**config.mk**
```make
export PLATFORM = sky130hd
export DESIGN_NAME = pc_fetch
export DESIGN_NICKNAME = d
export VERILOG_FILES = /design/src/rtl/pc_fetch.sv
export SDC_FILE = /design/constraint.sdc
export NUM_CORES = 1
export LEC_CHECK = 0
export BUFFER_PORTS_ARGS = -buffer_cell sky130_fd_sc_hd__buf_2
export CORE_UTILIZATION = 46
export DETAILED_ROUTE_END_ITERATION = 10
export GPL_TIMING_DRIVEN = 0
export MAX_ROUTING_LAYER = met4
export PLACE_DENSITY = 0.86
export SYNTH_ARGS = -nofsm -noshare
export SYNTH_HDL_FRONTEND = slang
export SYNTH_SLANG_ARGS = --single-unit
export TNS_END_PERCENT = 10
```
**constraint.sdc**
```tcl
create_clock -name clk -period 2.8 [get_ports clk]
set_clock_uncertainty 0.15 [all_clocks]
set_input_delay 0.28 -clock clk [delete_from_list [all_inputs] [get_ports clk]]
set_output_delay 0.28 -clock clk [all_outputs]
set_load 0.01 [all_outputs]
```
**src/rtl/pc_fetch.sv**
```systemverilog
// pc_fetch: single-outstanding instruction fetch unit.
// Issues one request per instruction, buffers the returned word for decode and
// handles redirects, including dropping a response that belongs to an abandoned
// fetch. Define FETCH_ALIGN_CHECK_EN to trap misaligned PCs in a FAULT state;
// without it, fault is tied low and the low two PC bits are masked off the address.
module pc_fetch #(
  parameter logic [31:0] RESET_PC = 32'h0000_3000
) (
  input  logic        clk,
  input  logic        reset,
  input  logic [31:0] next_pc,
  input  logic        redirect,
  input  logic [31:0] redirect_pc,
  output logic        imem_req,
  output logic [31:0] imem_addr,
  input  logic        imem_gnt,
  input  logic        imem_rvalid,
  input  logic [31:0] imem_rdata,
  output logic        ins_valid,
  output logic [31:0] ins,
  output logic [31:0] pc,
  input  logic        ins_ready,
  output logic        fault
);

`ifdef FETCH_ALIGN_CHECK_EN
  typedef enum logic [1:0] {
    S_REQ   = 2'd0,
    S_WAIT  = 2'd1,
    S_HOLD  = 2'd2,
    S_FAULT = 2'd3
  } state_e;
`else
  typedef enum logic [1:0] {
    S_REQ  = 2'd0,
    S_WAIT = 2'd1,
    S_HOLD = 2'd2
  } state_e;
`endif

  state_e      state_q, state_d;
  logic [31:0] pc_q, pc_d;
  logic [31:0] ins_q, ins_d;
  logic        ins_valid_q, ins_valid_d;
  // Set while the response of an abandoned fetch is still owed by memory.
  logic        discard_q, discard_d;

  // Next-state logic: request, wait for the response, hold it until decode takes it.
  always_comb begin
    state_d     = state_q;
    pc_d        = pc_q;
    ins_d       = ins_q;
    ins_valid_d = ins_valid_q;
    discard_d   = discard_q;
    case (state_q)
      S_REQ: begin
        if (redirect) begin
          pc_d = redirect_pc;
          // A request granted in the redirect cycle still returns data; it must be dropped.
          if (imem_gnt) begin
            state_d   = S_WAIT;
            discard_d = 1'b1;
          end
        end else if (imem_gnt) begin
          state_d = S_WAIT;
        end
      end
      S_WAIT: begin
        if (imem_rvalid) begin
          discard_d = 1'b0;
          if (redirect) begin
            pc_d    = redirect_pc;
            state_d = S_REQ;
          end else if (discard_q) begin
            state_d = S_REQ;
          end else begin
            ins_d       = imem_rdata;
            ins_valid_d = 1'b1;
            state_d     = S_HOLD;
          end
        end else if (redirect) begin
          // Keep waiting for the in-flight response so it can be thrown away.
          pc_d      = redirect_pc;
          discard_d = 1'b1;
        end
      end
      S_HOLD: begin
        // Redirect wins over a same-cycle consume; next_pc is ignored then.
        if (redirect) begin
          pc_d        = redirect_pc;
          ins_valid_d = 1'b0;
          state_d     = S_REQ;
        end else if (ins_ready) begin
          pc_d        = next_pc;
          ins_valid_d = 1'b0;
          state_d     = S_REQ;
        end
      end
`ifdef FETCH_ALIGN_CHECK_EN
      S_FAULT: begin
        if (redirect) begin
          pc_d    = redirect_pc;
          state_d = S_REQ;
        end
      end
`endif
      default: begin
        state_d = S_REQ;
      end
    endcase
`ifdef FETCH_ALIGN_CHECK_EN
    // Any PC that ends up misaligned parks the unit in FAULT; an outstanding
    // response is then simply ignored there.
    if (pc_d[1:0] != 2'b00) begin
      state_d     = S_FAULT;
      ins_valid_d = 1'b0;
      discard_d   = 1'b0;
    end
`endif
  end

  // State registers with asynchronous active-low reset.
  always_ff @(posedge clk or negedge reset) begin
    if (!reset) begin
      state_q     <= S_REQ;
      pc_q        <= RESET_PC;
      ins_q       <= 32'h0;
      ins_valid_q <= 1'b0;
      discard_q   <= 1'b0;
    end else begin
      state_q     <= state_d;
      pc_q        <= pc_d;
      ins_q       <= ins_d;
      ins_valid_q <= ins_valid_d;
      discard_q   <= discard_d;
    end
  end

  assign imem_req  = (state_q == S_REQ);
  assign ins_valid = ins_valid_q;
  assign ins       = ins_q;
  assign pc        = pc_q;

`ifdef FETCH_ALIGN_CHECK_EN
  assign imem_addr = pc_q;
  assign fault     = (state_q == S_FAULT);
`else
  assign imem_addr = {pc_q[31:2], 2'b00};
  assign fault     = 1'b0;
`endif

endmodule

```
==> results of run 1 <==
-- cell usage in the layout, fill, tap and decap left out, types with 5 or more instances in the layout --
cell type  netlist  final
buf_6            5      5
buf_2            1    197
inv_1           33     33
o22ai_1         32     32
dfrtp_1         66     66
a21oi_1         33     33
buf_4           33     34
mux2_4          28     28
clkbuf_8         0     11
clkbuf_1        10     10
-- critical path, stage by stage, from the launching register on --
cell and delay, ps:
dfrtp_1 380, buf_6 140, or4_4 500, buf_6 150, buf_6 150, mux2_4 310
-- cell families (layout without fill, tap and decap cells) --
group | after synthesis | after routing | share of synthesized area
buf+inv | 82 | 296 | 0.151
compound gates | 70 | 70 | 0.130
flops | 68 | 68 | 0.547
mux | 33 | 33 | 0.153
simple gates | 10 | 10 | 0.0189
other cells | 1 | 3 | 0.00120
-- sequential cells by signal (all words and copies together), names as in the netlist --
register	count
ins	32
pc	32
state_q	2
discard_q	1
ins_valid	1
-- power by group through the flow --
stage	clock (mW)	sequential (mW)	combinational [mW]
2_1_floorplan	0	1.60	0.547
5_1_grt	0.890	1.49	1.28
6_report	0.822	1.46	1.19
3_3_place_gp	0	1.45	1.17
3_5_place_dp	0	1.47	1.20
4_1_cts	0.852	1.46	1.21
-- worst max-delay path by stage --
stage                     depth (start not counted)  slack (ps)  endpoint       start
after global routing                              6         740    pc[10]  state_q[0]
after detailed placement                          5         920    ins[1]  state_q[1]
after floorplan                                   5         970    ins[0]  state_q[1]
after global placement                            5         930   ins[17]  state_q[1]
final                                             5         910   ins[25]  state_q[1]
after CTS                                         5         900   ins[18]  state_q[1]
-- metrics by stage --
stage                util  total power [mW]  instance area, µm²
floorplan               -              2.15                3120
CTS                 0.686              3.52                4430
detailed placement  0.652              2.67                4210
global route        0.686              3.66                4430
finish              0.686              3.48                4430
global placement    0.651              2.62                4210
-- per-layer routing --
layer | up-vias | track usage | share of wire | wire length [µm]
met1 | 1210 | 0.253 | 0.39 | 2950
met2 | 119 | 0.401 | 0.53 | 3990
met3 | 9 | 0.0364 | 0.059 | 444
met4 | 0 | 0.0799 | 0.012 | 87
met5 | - | - | 0 | 0
li1 | 1281 | - | - | -
-- layout make-up --
cell class              count  area, µm²  area share
plain buffers              49        347      0.0782
clock buffers              11        151      0.0342
clock inverters             5       58.8      0.0133
inverters                  33        124      0.0280
multi-input cells         116        950       0.214
flip-flops and latches     68       1700       0.385
well taps                  77       96.3      0.0218
repair buffers            198        998       0.225
-- repair_timing --
item                      4_1_cts  5_1_grt
hold buffers                    1        0
hold endpoints to repair       66        0
gates resized for setup         0        0
==> flow_summary.yaml, run 1 <==
placed_design:
  port_buffers: 197
  dpl.hpwl_um: 5720
  post-place-ws_ps: 917
  place.gp.congestion: 0.782
  dp.cells: 540
timing:
  final-max-slew-violation-count: 0
  max-slew-margin-rel: 0.442
  rsz0062_at_grt: "no"
  tightest_slew_ps: 837
  setup_violations: 0
  fin_hold_ws_ps: 26.2
  period_share: 0.676
  fmax_mhz: 528
  period_needed_ps: 1890
  fin_ws_ps: 907
  finalSetupTns_ps: 0
  finalHoldViolCount: 0
worst_setup_path:
  timing.rr.end: "ins[25]"
  critPathRequiredTime_ps: 2870
  cp_data_arrival_time_ps: 1960
  critPathKind: "flop to flop"
  cp_max_fo: 10
  r2r_slack_ps: 910
  crit_path_end_kind: "flop"
  start_kind: "flop"
  worstReg2RegStart: "state_q[1]"
  worstRegToRegCells: 5
synthesis:
  synth-seq-cells: 68
  synth_top_area_cell: "dfrtp_1"
  synth_cell_type_count: 24
  synth.most_common_cell: "dfrtp_1"
  synth_area_leaders: "dfrtp_1, mux2_4, buf_4"
  postSynthCellCount: 264
  ys_seq_area_frac: 0.547
  syn_area_um2: 3120
  ys.flop_type: "dfrtp_1"
  synth-async-reset-ratio: 1.00
  syn_area_per_cell_um2: 11.8
  synth_top_area_share: 0.530
  synthTopCellsByCount: "dfrtp_1, a21oi_1, buf_4, inv_1, o22ai_1"
  synth-edff-count: 0
  ys.warnings.count: 0
final_layout:
  fill_cells: 520
  diodes: 0
  area_growth_pct: 42.1
  layout-drive-gt1-share: 0.600
  fin_cells: 557
  fin_nets: 577
hold_path:
  min_from: "imem_rdata[29]"
  holdPathEnd: "ins[29]"
  hold_depth: 2
  min_path_type: "input port to flop"
routing:
  drt_pass1_iterations: 8
  drtIter0Drc: 59
  wl_per_cell_um: 13.4
  ant_nets: 0
  routed-via-count: 2619
  drc: 12
  wl_um: 7480
  viasPerCell: 4.70
clock_tree:
  cts.sinks: 68
  clk_pin_slew_worst_paths_ps: 70
  postCtsSetupRepairBufs: 0
  clockRootBuffer: "clkbuf_8"
  clock_latency_ps: 330
  htreeDepth: 3
  cts_buffers: 9
  cts.path.max_buffers: 2
  cts_tree: "built"
power_and_ir_drop:
  pwr-share-clk: 0.237
  vdd_drop_max_mv: 0.344
  power_density_nw_per_um2: 785
  swShare: 0.302
  p_leak_nw: 2.49
  switching_power_mw: 1.05
  internal_power_mw: 2.43
  p_seq_frac: 0.420
  comb_power_share: 0.344
die:
  rows: 29
  die_x_um: 84.3
  pin_count: 201
  start_util: 0.483
  core_region_area_um2: 6460
  dieArea_um2: 7110
  fp.dieH_um: 84.3
global_routing:
  grt_remaining_overflow: 0
  grt_max_degree: 69
  grtUsageTotal: 0.224
  antenna_found_initial: 0
  grt_first_pass_wirelength_um: 12100
  grt_pass1_vias: 2551
run:
  cap_violations: 0
outcome:
  violations: "DRC"
  status: "finished, violations left"
No activity file was read; power rests on OpenSTA's default activity.
==> inputs of run 2 (changes only) <==
--- a/config.mk
+++ b/config.mk
@@ -6,11 +6,11 @@
 export NUM_CORES = 1
 export LEC_CHECK = 0
 export BUFFER_PORTS_ARGS = -buffer_cell sky130_fd_sc_hd__buf_2
-export CORE_UTILIZATION = 46
+export CORE_UTILIZATION = 38
 export DETAILED_ROUTE_END_ITERATION = 10
 export GPL_TIMING_DRIVEN = 0
 export MAX_ROUTING_LAYER = met4
-export PLACE_DENSITY = 0.86
+export PLACE_DENSITY = 0.76
 export SYNTH_ARGS = -nofsm -noshare
 export SYNTH_HDL_FRONTEND = slang
 export SYNTH_SLANG_ARGS = --single-unit
==> constraint.sdc (replaced) <==
create_clock -name clk -period 1.5 [get_ports clk]
set_clock_uncertainty 0.15 [all_clocks]
set_input_delay 0.15 -clock clk [delete_from_list [all_inputs] [get_ports clk]]
set_output_delay 0.15 -clock clk [all_outputs]
set_load 0.01 [all_outputs]
==> run 2 against run 1 <==
Net effect: the run ends with setup timing left; register-to-register slack worse by 1200 ps; non-clock buffer count up 99; combinational power increased by 110%; global-route usage is 2.9 points higher; clock-buffer cell count stayed put; total power increased by 100%; final cell count grew 22%; core utilization up 3.8 points; clock power up 100%; critical endpoint is now ins[1]; highest routed layer unchanged.
==> flow_summary.yaml, run 2 (same netlist as run 1, synthesis figures left out) <==
final_layout:
  fill_cells: 528
  final_common_cell: "buf_2"
  final_cell_mix: "buf_2, dlygate4sd3_1, dfrtp_1"
  seq_area_um2: 1700
  finish.instance_area_um2: 5680
  layout-drive-gt1-share: 0.550
  fin_cells: 680
  area_growth_pct: 82.1
  fin_nets: 676
  multi_input_area_um2: 1070
  diodes: 0
routing:
  wl_um: 10500
  drt_pass1_iterations: 4
  ant_nets: 0
  drtIter0Drc: 79
  wl_per_cell_um: 15.5
  routed-via-count: 3187
  drc: 0
  viasPerCell: 4.69
timing:
  tightest_slew_ps: 834
  period_needed_ps: 1840
  fin_ws_ps: -336
  setup_violations: 42
  rsz0062_at_grt: "yes"
  finalHoldViolCount: 0
  fin_hold_ws_ps: 8.87
  fmax_mhz: 545
  period_share: 1.22
  final-max-slew-violation-count: 0
  finalSetupTns_ps: -10680
  max-slew-margin-rel: 0.444
die:
  start_util: 0.397
  rows: 32
  core_region_area_um2: 7850
  die_x_um: 92.6
  dieArea_um2: 8570
  fp.dieH_um: 92.6
  pin_count: 201
power_and_ir_drop:
  comb_power_share: 0.366
  pwr-share-clk: 0.240
  swShare: 0.295
  p_seq_frac: 0.394
  vdd_drop_max_mv: 0.507
  p_leak_nw: 3.01
  power_density_nw_per_um2: 1220
  internal_power_mw: 4.89
  switching_power_mw: 2.05
global_routing:
  grt_max_degree: 69
  grt_first_pass_wirelength_um: 16200
  grt_pass1_vias: 3406
  grt_remaining_overflow: 0
  grtUsageTotal: 0.253
  antenna_found_initial: 0
placed_design:
  dp.cells: 565
  place.gp.congestion: 0.775
  port_buffers: 197
  dpl.hpwl_um: 5470
  place_area_um2: 4250
worst_setup_path:
  critPathRequiredTime_ps: 1560
  start_kind: "flop"
  worstRegToRegCells: 4
  worstReg2RegStart: "state_q[1]"
  critPathKind: "flop to flop"
  crit_path_end_kind: "flop"
  r2r_slack_ps: -340
  cp_max_fo: 10
  cp_data_arrival_time_ps: 1900
  timing.rr.end: "ins[1]"
hold_path:
  holdPathEnd: "discard_q"
  hold_depth: 3
  min_path_type: "input port to flop"
  min_from: "imem_rvalid"
outcome:
  violations: "setup timing"
  status: "finished, violations left"
clock_tree:
  cts.sinks: 68
  clockRootBuffer: "clkbuf_8"
  clock_latency_ps: 330
  htreeDepth: 3
  clk_pin_slew_worst_paths_ps: 70
  cts_tree: "built"
  cts.path.max_buffers: 2
  cts_buffers: 9
run:
  cap_violations: 0
## run 2: cell types whose count changed in the layout (fill, tap and decap cells not counted), sizes merged
cell,before,now
clkbuf,21,15
clkinvlp,2,1
inv,34,33
dlygate4sd3,1,100
buf,236,242
bufinv,1,2
## run 2: metrics by stage
stage / utilization / worst slack (ps) / total power, mW
finish: 0.723 / -336 / 6.94
global route: 0.723 / -383 / 7.33
CTS: 0.709 / -352 / 6.90
detailed placement: 0.541 / -398 / 4.97
global placement: 0.541 / -374 / 4.90
floorplan: - / -333 / 4.01
## run 2: worst max-delay path by stage
stage / from / end / slack (ps) / cells after the start
CTS: state_q[0] / ins[30] / -350 / 5
detailed placement: state_q[1] / ins[18] / -400 / 5
global placement: state_q[1] / ins[30] / -370 / 5
global route: state_q[1] / ins[25] / -380 / 4
finish: state_q[1] / ins[1] / -340 / 4
floorplan: state_q[1] / ins[0] / -330 / 5
## run 2: power by group through the flow
| stage | sequential, mW | combinational [mW] | clock (mW) |
|---|---|---|---|
| after floorplan | 2.99 | 1.02 | 0 |
| final | 2.73 | 2.54 | 1.67 |
| after global routing | 2.80 | 2.73 | 1.80 |
| after global placement | 2.70 | 2.20 | 0 |
| after CTS | 2.71 | 2.47 | 1.72 |
| after detailed placement | 2.73 | 2.24 | 0 |
## run 2: layer usage
metal	track usage	routed length [µm]	vias to the layer above
met4	0.128	289	0
li1	-	-	1481
met5	-	0	-
met1	0.271	3990	1505
met2	0.443	5460	175
met3	0.0534	792	26
## run 2: timing repair
item | in CTS | in global routing
setup endpoints to repair | 64 | 64
setup buffers | 1 | 0
gates resized for setup | 29 | 30
pin swaps | 1 | 1
hold buffers | 100 | 0
endpoints found under the hold margin | 133 | 0
## run 2: area by class of cell
class | instances | share of cell area
inverter | 33 | 0.0218
multi-input combinational | 116 | 0.189
timing repair buffer | 298 | 0.352
clock buffer | 11 | 0.0267
clock inverter | 4 | 0.0128
sequential | 68 | 0.300
buffer | 48 | 0.0749
tap | 102 | 0.0225
## run 2: critical path, cell delays in order, from the launching register on
cell and delay [ps]:
dfrtp_1 380, buf_6 140, or4_4 570, buf_12 180, mux2_4 300
==> inputs of run 3 (changes only) <==
--- a/config.mk
+++ b/config.mk
@@ -6,11 +6,12 @@
 export NUM_CORES = 1
 export LEC_CHECK = 0
 export BUFFER_PORTS_ARGS = -buffer_cell sky130_fd_sc_hd__buf_2
-export CORE_UTILIZATION = 38
+export CORE_UTILIZATION = 42
 export DETAILED_ROUTE_END_ITERATION = 10
 export GPL_TIMING_DRIVEN = 0
 export MAX_ROUTING_LAYER = met4
-export PLACE_DENSITY = 0.76
+export PLACE_DENSITY = 0.8
+export RECOVER_POWER = 25
 export SYNTH_ARGS = -nofsm -noshare
 export SYNTH_HDL_FRONTEND = slang
 export SYNTH_SLANG_ARGS = --single-unit
==> constraint.sdc (replaced) <==
create_clock -name clk -period 2.06 [get_ports clk]
set_clock_uncertainty 0.15 [all_clocks]
set_input_delay 0.206 -clock clk [delete_from_list [all_inputs] [get_ports clk]]
set_output_delay 0.206 -clock clk [all_outputs]
set_load 0.01 [all_outputs]
==> run 3 against run 2 <==
Net effect: design area down 12%; the flow now finishes without violations; global-route usage shrank 1.7 points; hold slack better by 11 ps; critical path depth rose by 2; final cell count is 6.0% lower; setup slack better by 410 ps; die area is 9.3% lower; largest cell class unchanged; sequential share of layout area is 4.0 points higher; register-to-register slack improved by 490 ps; total power is 30% lower.
==> flow_summary.yaml, run 3 (same netlist as run 1, synthesis figures left out) <==
die:
  core_region_area_um2: 7210
  start_util: 0.432
  rows: 31
  die_x_um: 88.1
  pin_count: 201
  fp.dieH_um: 88.1
  dieArea_um2: 7770
timing:
  rsz0062_at_grt: "no"
  setup_violations: 0
  finalSetupTns_ps: 0
  fmax_mhz: 502
  fin_ws_ps: 68.9
  max-slew-margin-rel: 0.399
  period_needed_ps: 1990
  period_share: 0.967
  tightest_slew_ps: 902
  finalHoldViolCount: 0
  final-max-slew-violation-count: 0
clock_tree:
  clock_latency_ps: 330
  htreeDepth: 3
  cts_tree: "built"
  cts_buffers: 9
  cts.path.max_buffers: 2
  clockRootBuffer: "clkbuf_8"
  postCtsSetupRepairBufs: 0
  clk_pin_slew_worst_paths_ps: 70
  cts.sinks: 68
run:
  cap_violations: 0
power_and_ir_drop:
  vdd_drop_max_mv: 0.399
  swShare: 0.309
  power_density_nw_per_um2: 973
  comb_power_share: 0.338
  p_leak_nw: 2.60
  pwr-share-clk: 0.250
  p_seq_frac: 0.412
  switching_power_mw: 1.50
  internal_power_mw: 3.36
routing:
  ant_nets: 0
  wl_um: 9120
  drt_pass1_iterations: 6
  wl_per_cell_um: 14.3
  routed-via-count: 2963
  drtIter0Drc: 113
  viasPerCell: 4.64
  drc: 0
final_layout:
  fin_nets: 637
  area_growth_pct: 60.6
  multi_input_area_um2: 950
  diodes: 0
  final_cell_mix: "buf_2, dfrtp_1, clkbuf_1"
  seq_area_um2: 1700
  fill_cells: 567
  layout-drive-gt1-share: 0.431
  final_common_cell: "buf_2"
placed_design:
  post-place-ws_ps: 153
  dpl.hpwl_um: 5710
  place.gp.congestion: 0.805
  port_buffers: 197
global_routing:
  grt_pass1_vias: 2890
  antenna_found_initial: 0
  grt_remaining_overflow: 0
  grt_first_pass_wirelength_um: 13400
  grtUsageTotal: 0.236
  grt_max_degree: 69
worst_setup_path:
  cp_data_arrival_time_ps: 2040
  cpPeakStageDelay_ps: 530
  critPathRequiredTime_ps: 2110
  cp_common_cell: "buf_6"
  critPathKind: "input port to flop"
  start_kind: "input port"
  cp_max_fo: 10
  slowest_stage: "or4_4"
  crit_path_end_kind: "flop"
  path_cells: "dlygate4sd3_1, buf_2, or4_4, buf_6, buf_6, mux2_4"
hold_path:
  min_path_type: "input port to flop"
outcome:
  status: "completed"
[run 3: repair_timing]
action                                 4_1_cts  5_1_grt
hold buffers                                60        1
endpoints found under the hold margin      122        1
gates resized for setup                      0        0
[run 3: critical path: cells and delay by family]
kind | cells | cell delay (ps)
buffers and inverters | 4 | 990
and+or+nand+nor | 1 | 530
muxes | 1 | 310
[run 3: path summary, 6_finish.rpt]
path                            start      end  slack, ps  cells past startpoint
max                          redirect  ins[19]         70                      6
min                        next_pc[9]    pc[9]         20                      3
max reg2reg                state_q[1]  ins[19]        150                      5
min reg2reg                    pc[13]   pc[13]        330                      2
max in group asynchronous       reset   ins[5]        740                      2
min in group asynchronous       reset   ins[1]        440                      2
[run 3: metrics by stage]
stage / cells / area [µm²] / total power [mW] / utilization / hold WS [ps]
3_3_place_gp: 562 / 4230 / 3.57 / 0.587 / 284
4_1_cts: 638 / 5060 / 4.96 / 0.702 / 0.152
2_1_floorplan: 266 / 3120 / 2.92 / - / -240
3_5_place_dp: 562 / 4240 / 3.63 / 0.587 / 213
5_1_grt: 639 / 5000 / 5.16 / 0.694 / 11.3
6_report: 639 / 5000 / 4.87 / 0.694 / 20.0
[run 3: cell type report]
class,count,share of cell area
plain buffers,49,0.0692
multi-input cells,116,0.190
repair buffers,258,0.306
well taps,99,0.0248
clock buffers,11,0.0283
inverters,33,0.0248
clock inverters,5,0.0167
flip-flops and latches,68,0.340
[run 3: layer usage]
| metal | up-vias | global-route usage | routed length (µm) |
|---|---|---|---|
| met5 | - | - | 0 |
| li1 | 1404 | - | - |
| met1 | 1403 | 0.255 | 3650 |
| met2 | 139 | 0.413 | 4720 |
| met4 | 0 | 0.101 | 154 |
| met3 | 17 | 0.0556 | 598 |
[run 3: power by group through the flow]
stage               Sequential (mW)  Combinational (mW)  Clock, mW
finish                         2.01                1.65       1.22
global route                   2.05                1.79       1.32
global placement               1.96                1.61          0
detailed placement             1.99                1.64          0
CTS                            1.97                1.73       1.25
floorplan                      2.17               0.743          0
